===== config.mk =====
export PLATFORM = sky130hd
export DESIGN_NAME = parity_check_arbiter
export DESIGN_NICKNAME = d
export VERILOG_FILES = /design/src/rtl/parity_arb_pkg.sv /design/src/rtl/parity_checker.sv /design/src/rtl/parity_check_arbiter.sv
export SDC_FILE = /design/constraint.sdc
export NUM_CORES = 1
export LEC_CHECK = 0
export CAP_MARGIN = 20
export CORE_UTILIZATION = 51
export DETAILED_ROUTE_END_ITERATION = 12
export PLACE_DENSITY_LB_ADDON = 0.3
export SLEW_MARGIN = 20
export SYNTH_ARGS = -nofsm -noshare
export SYNTH_HDL_FRONTEND = slang
export SYNTH_SLANG_ARGS = --single-unit

===== constraint.sdc =====
create_clock -name clk -period 4.5 [get_ports clk]
set_input_delay 0.45 -clock clk [delete_from_list [all_inputs] [get_ports clk]]
set_output_delay 0.45 -clock clk [all_outputs]
set_load 0.005 [all_outputs]

===== src/rtl/parity_arb_pkg.sv =====
// Shared definitions for the parity-check arbiter: FSM encodings and default sizing.
package parity_arb_pkg;

  localparam logic [1:0] ST_IDLE  = 2'd0;
  localparam logic [1:0] ST_CHECK = 2'd1;
  localparam logic [1:0] ST_RESP  = 2'd2;

  localparam int DEF_NREQ  = 2;
  localparam int DEF_CNT_W = 8;

  typedef enum logic [1:0] {
    S_IDLE  = ST_IDLE,
    S_CHECK = ST_CHECK,
    S_RESP  = ST_RESP
  } state_t;

endpackage


===== src/rtl/parity_checker.sv =====
// Combinational nibble parity check; trig selects odd parity, out flags a mismatch.
module parity_checker (
  input  logic [3:0] data,
  input  logic       parity,
  input  logic       trig,
  output logic       out
);

  assign out = (^{data, parity}) ^ trig;

endmodule


===== src/rtl/parity_check_arbiter.sv =====
// Round-robin sharing of one parity_checker between NREQ requesters, with
// a three-state sequence per request and saturating per-requester error counters.
module parity_check_arbiter
  import parity_arb_pkg::*;
#(
  parameter int NREQ  = DEF_NREQ,
  parameter int CNT_W = DEF_CNT_W
) (
  input  logic                  clk,
  input  logic                  rst,
  input  logic [NREQ-1:0]       req_valid,
  input  logic [NREQ*4-1:0]     req_data,
  input  logic [NREQ-1:0]       req_parity,
  input  logic [NREQ-1:0]       req_odd,
  output logic [NREQ-1:0]       req_ready,
  output logic [NREQ-1:0]       rsp_valid,
  output logic                  rsp_err,
  input  logic                  clr_cnt,
  output logic [NREQ*CNT_W-1:0] err_cnt
);

  localparam int IDX_W = $clog2(NREQ);
  localparam logic [CNT_W-1:0] CNT_MAX = {CNT_W{1'b1}};

  state_t            r_state;
  logic [IDX_W-1:0]  r_last;
  logic [3:0]        r_data;
  logic              r_par;
  logic              r_odd;
  logic              r_err_q;
  logic [NREQ-1:0]   r_rsp_valid;
  logic              r_rsp_err;
  logic [CNT_W-1:0]  r_cnt [NREQ];

  logic [IDX_W-1:0]  w_pick;
  logic              w_err;

  // Nearest valid index after r_last wins; descending scan lets the closest overwrite.
  function automatic logic [IDX_W-1:0] rr_pick(input logic [NREQ-1:0] valid,
                                               input logic [IDX_W-1:0] last);
    logic [IDX_W-1:0] pick;
    int idx;
    pick = last;
    for (int k = NREQ; k >= 1; k--) begin
      idx = (int'(last) + k) % NREQ;
      if (valid[idx]) pick = IDX_W'(idx);
    end
    return pick;
  endfunction

  assign w_pick = rr_pick(req_valid, r_last);

  always_comb begin
    req_ready = '0;
    if (!rst && r_state == S_IDLE && |req_valid) req_ready[w_pick] = 1'b1;
  end

  parity_checker u_checker (
    .data   (r_data),
    .parity (r_par),
    .trig   (r_odd),
    .out    (w_err)
  );

  always_ff @(posedge clk or posedge rst) begin
    if (rst) begin
      r_state     <= S_IDLE;
      r_last      <= IDX_W'(NREQ - 1);
      r_data      <= '0;
      r_par       <= 1'b0;
      r_odd       <= 1'b0;
      r_err_q     <= 1'b0;
      r_rsp_valid <= '0;
      r_rsp_err   <= 1'b0;
    end else begin
      r_rsp_valid <= '0;
      r_rsp_err   <= 1'b0;
      case (r_state)
        S_IDLE: begin
          if (|req_valid) begin
            r_last  <= w_pick;
            r_data  <= req_data[int'(w_pick)*4 +: 4];
            r_par   <= req_parity[w_pick];
            r_odd   <= req_odd[w_pick];
            r_state <= S_CHECK;
          end
        end
        S_CHECK: begin
          r_err_q             <= w_err;
          r_rsp_valid[r_last] <= 1'b1;
          r_rsp_err           <= w_err;
          r_state             <= S_RESP;
        end
        S_RESP:  r_state <= S_IDLE;
        default: r_state <= S_IDLE;
      endcase
    end
  end

  // Clear has priority over a coincident increment.
  always_ff @(posedge clk or posedge rst) begin
    if (rst) begin
      for (int i = 0; i < NREQ; i++) r_cnt[i] <= '0;
    end else begin
      for (int i = 0; i < NREQ; i++) begin
        if (clr_cnt)
          r_cnt[i] <= '0;
        else if (r_state == S_RESP && r_err_q && int'(r_last) == i && r_cnt[i] != CNT_MAX)
          r_cnt[i] <= r_cnt[i] + 1'b1;
      end
    end
  end

  assign rsp_valid = r_rsp_valid;
  assign rsp_err   = r_rsp_err;

  for (genvar gi = 0; gi < NREQ; gi++) begin : g_cnt
    assign err_cnt[CNT_W*gi +: CNT_W] = r_cnt[gi];
  end

endmodule


==> reports/summary.md <==
The flow ran to the end, and the final reports show no timing, DRC or antenna violations. The vertical die dimension is 55.03 um, and the starting density of the core is 0.5585. After detailed routing, the wire length on met1 is 1249 um. Wire segments on met2 add up to 1440 um in the final route.

Post-CTS timing repair inserted 0 buffers for setup. The path with the worst hold slack has its endpoint at r_data[1]. At the later pin of the worst-skew pair, clock insertion delay measures 0.33 ns. The setup TNS is 0 ns. The placer's final routability congestion estimate came out at 0.7913. The worst setup path is launched from an input pin. The minimum clock period after layout was 2.812 ns.

The kind of path behind the tightest hold check is flip-flop to flip-flop. Total congestion overflow: 0. Post-route clock period utilization: 0.6249. Relative max-transition margin: 0.4246. For this run, design rule violations remaining after detail routing come to 0. Entering global routing, the biggest net connects 30 pins.

The horizontal extent of the die works out to 55.03 um. The floorplan step defined a die boundary enclosing 3028 um^2. Yosys attributes the largest share of cell area to dfrtp_1 (49%), mux2i_1 (5.6%), xor2_1 (4.9%). The port buffer count is 37, and the total wire length is 2838 um.

In the final design database the tool counted 199 nets. The proportion of synthesized flip-flops having asynchronous set or reset came out at 1.000. For the first-pass GRT wire length, the log shows 4485 um. In this run the top signal layer used is met4.

For the number of failing hold endpoints at the final stage, the log shows 0. The run gives 0.2182 as the total global routing track utilization. In the final routed layout, each cell accounts on average for 13.45 um.

The endpoint identified for the worst register-to-register timing path is err_cnt[7]. At the pin with the least slew margin, the transition time is 0.8573 ns. Dividing total power by cell area gives a power density of 426.4 nW/um^2.

The number of iterations in the first detailed-routing pass is 4. Each instance of the synthesized netlist takes up on average 10.32 um^2. Row generation in the floorplan step produced 18 rows. Counting distinct cell types in the post-synthesis netlist gives 33.

The repair_antennas step left the layout with diodes totalling 0. Summing every instance area after synthesis gives 1434 um^2. The run gives 19 as the initial DRC count. Setup violations remaining at the end of the flow were counted as 0. For the number of max-capacitance violations reported, the log shows 0. The core region is 2567 um^2. The instance count of the mapped netlist is 139. The run gives 2 as the largest buffer count on any clock path. The sequential share of the synthesized area came out at 0.5070. Setup repair after global routing left no endpoint under its margin.

The tools report the endpoint class of the critical path as an output pin. Compared with the post-synthesis result, the final layout area differs by 32.81%. Fill cells in the final layout number 200. Yosys instantiated no cell more often than dfrtp_1. CTS saw 29 sinks.

The clock-pin slew of the registers on the worst-case setup and hold paths was 0.09 ns. The start point of the worst min-delay path was r_data[1]. For the setup slack at placement, the log shows 1.669 ns. Summed over all instances, the cell type with the most area after synthesis is dfrtp_1. The worst-case reg-to-reg path depth is 5, and the critical path data required time is 4.05 ns. At the worst endpoint, the arrival time is 2.36 ns. After synthesis the netlist holds a flip-flop and latch count of 29.

The analysis attributes to cell leakage a power of 0.0008208 uW. TritonCTS built the clock tree. Timing would allow up to 0.3556 GHz. By count the netlist is led by dfrtp_1 (28), nor2_1 (14), nand2_1 (12), o21ai_0 (11). Once detailed placement completed, the half-perimeter wirelength came to 2059 um.

The number of primary I/O pins is 38, and the internal reg-to-reg setup slack is 2.84 ns. The ratio of routed vias to standard cells came out at 5.408. Along the worst hold path, the cell count comes to 2. The logs give 0 for the number of hold-repair buffers added at the cts stage and 2 for the number of H-tree branching levels.

The run gives 1,141 as the routed via count. The detail route stage leaves a number of antenna-violating nets equal to 0. The run gives 0 as the final max-slew violation count. CTS root buffer: clkbuf_4.

IR analysis of the VDD net gives a maximum drop of 0.3805 mV. The tools report the initial antenna violation count as 0. Hold timing on the final database bottoms out at a slack of 0.5087 ns. The top cell type's share of synthesized area came out at 0.4887.

The worst setup slack after layout is 1.688 ns. The tools report the final cell count without fillers as 211. The worst setup path is of the input pin to output pin kind. The met3 routed wirelength was 120 um; the instance count after placement with tap cells included was 203.

For the final database, setup skew stands at 0.008022 ns. The startpoint identified for the worst register-to-register timing path is err_cnt[0]. The logs give 0.7417 for the utilization of the core after routing and 158 for the total nets after synthesis.

The Yosys step of the flow raised 0 warnings. Yosys mapped a number of flops with a built-in enable equal to 0. The critical-path maximum fanout came out at 16. The most instantiated flip-flop cell in the synthesis netlist was dfrtp_1. Post-CTS repair changed the size of 0 cells.

The number of buffers created by CTS came out at 5. The via count of the first global-routing pass is 1,052, and the fraction of layout instances using a drive strength above 1 is 0.07735.
[report_power, final]
| group | switching [uW] | internal (uW) |
|---|---|---|
| clock network | 90.8 | 90.4 |
| logic | 127 | 138 |
| registers | 43.6 | 322 |
| total | 261 | 551 |
[worst max path at each step]
stage	startpoint	to
6_report	req_valid[1]	req_ready[0]
5_1_grt	req_valid[1]	req_ready[0]
4_1_cts	req_valid[1]	req_ready[0]
3_5_place_dp	req_valid[1]	req_ready[0]
3_3_place_gp	req_valid[1]	req_ready[0]
2_1_floorplan	rst	req_ready[0]
[critical path, cell delays in order]
cell and delay (ns):
clkdlybuf4s50_1 0.43, o21ai_1 0.70, inv_1 0.13, and3_1 0.21
clkdlybuf4s50_1 0.44
[placed cells by master (no fill, tap or decap), types with 2 or more instances in the layout]
cell type / netlist / routed
or4_1: 2 / 2
and2_1: 4 / 4
inv_1: 5 / 5
xor2_1: 8 / 8
o2111ai_1: 3 / 3
and3_1: 2 / 2
nor2_1: 14 / 14
o31ai_1: 2 / 2
nor3_1: 3 / 3
o211ai_1: 2 / 2
nand4_1: 4 / 4
mux2i_1: 8 / 8
ha_1: 2 / 2
a21oi_1: 4 / 4
clkdlybuf4s50_1: 0 / 37
nand2_1: 12 / 12
clkbuf_8: 0 / 2
clkbuf_4: 0 / 5
o21ai_0: 11 / 11
dfrtp_1: 28 / 28
nand3_1: 3 / 3
xnor2_1: 6 / 6
[through the flow]
step           total power [uW]  instance area [um^2]
6_report                  812.0                  1904
5_1_grt                   880.4                  1904
3_3_place_gp              628.3                  1834
2_1_floorplan             554.8                  1434
3_5_place_dp              640.8                  1834
4_1_cts                   823.0                  1904
[cell families after synthesis]
kind of cell	count (synthesis)	share of synthesized area
buffers and inverters	9	0.02356
flip-flops	29	0.5070
adder cells (fa/ha/maj)	2	0.01745
XOR/XNOR	14	0.08552
AO/OA/AOI/OAI	27	0.1291
multiplexers	8	0.05585
AND/OR/NAND/NOR	50	0.1815
[layout make-up]
cell class	count	area [um^2]	share of cell area
Inverter	5	18.77	0.009855
Tap cell	30	37.54	0.01971
Clock inverter	1	5.005	0.002628
Clock buffer	7	65.06	0.03417
Sequential cell	29	726.9	0.3817
Multi-Input combinational cell	101	673.1	0.3535
Timing Repair Buffer	38	377.9	0.1984
[registers in the layout (all words and copies together) (netlist names)]
name       flops
err_cnt       16
r_data         4
r_err_q        1
r_last         1
r_odd          1
r_par          1
r_state        2
rsp_err        1
rsp_valid      2
[per-layer routing]
metal,global-route usage,up-vias
met1,0.2674,536
met5,0,-
met4,0.09167,0
met3,0.07650,4
met2,0.3474,30
li1,-,571
No activity file was read; power rests on OpenSTA's default activity.
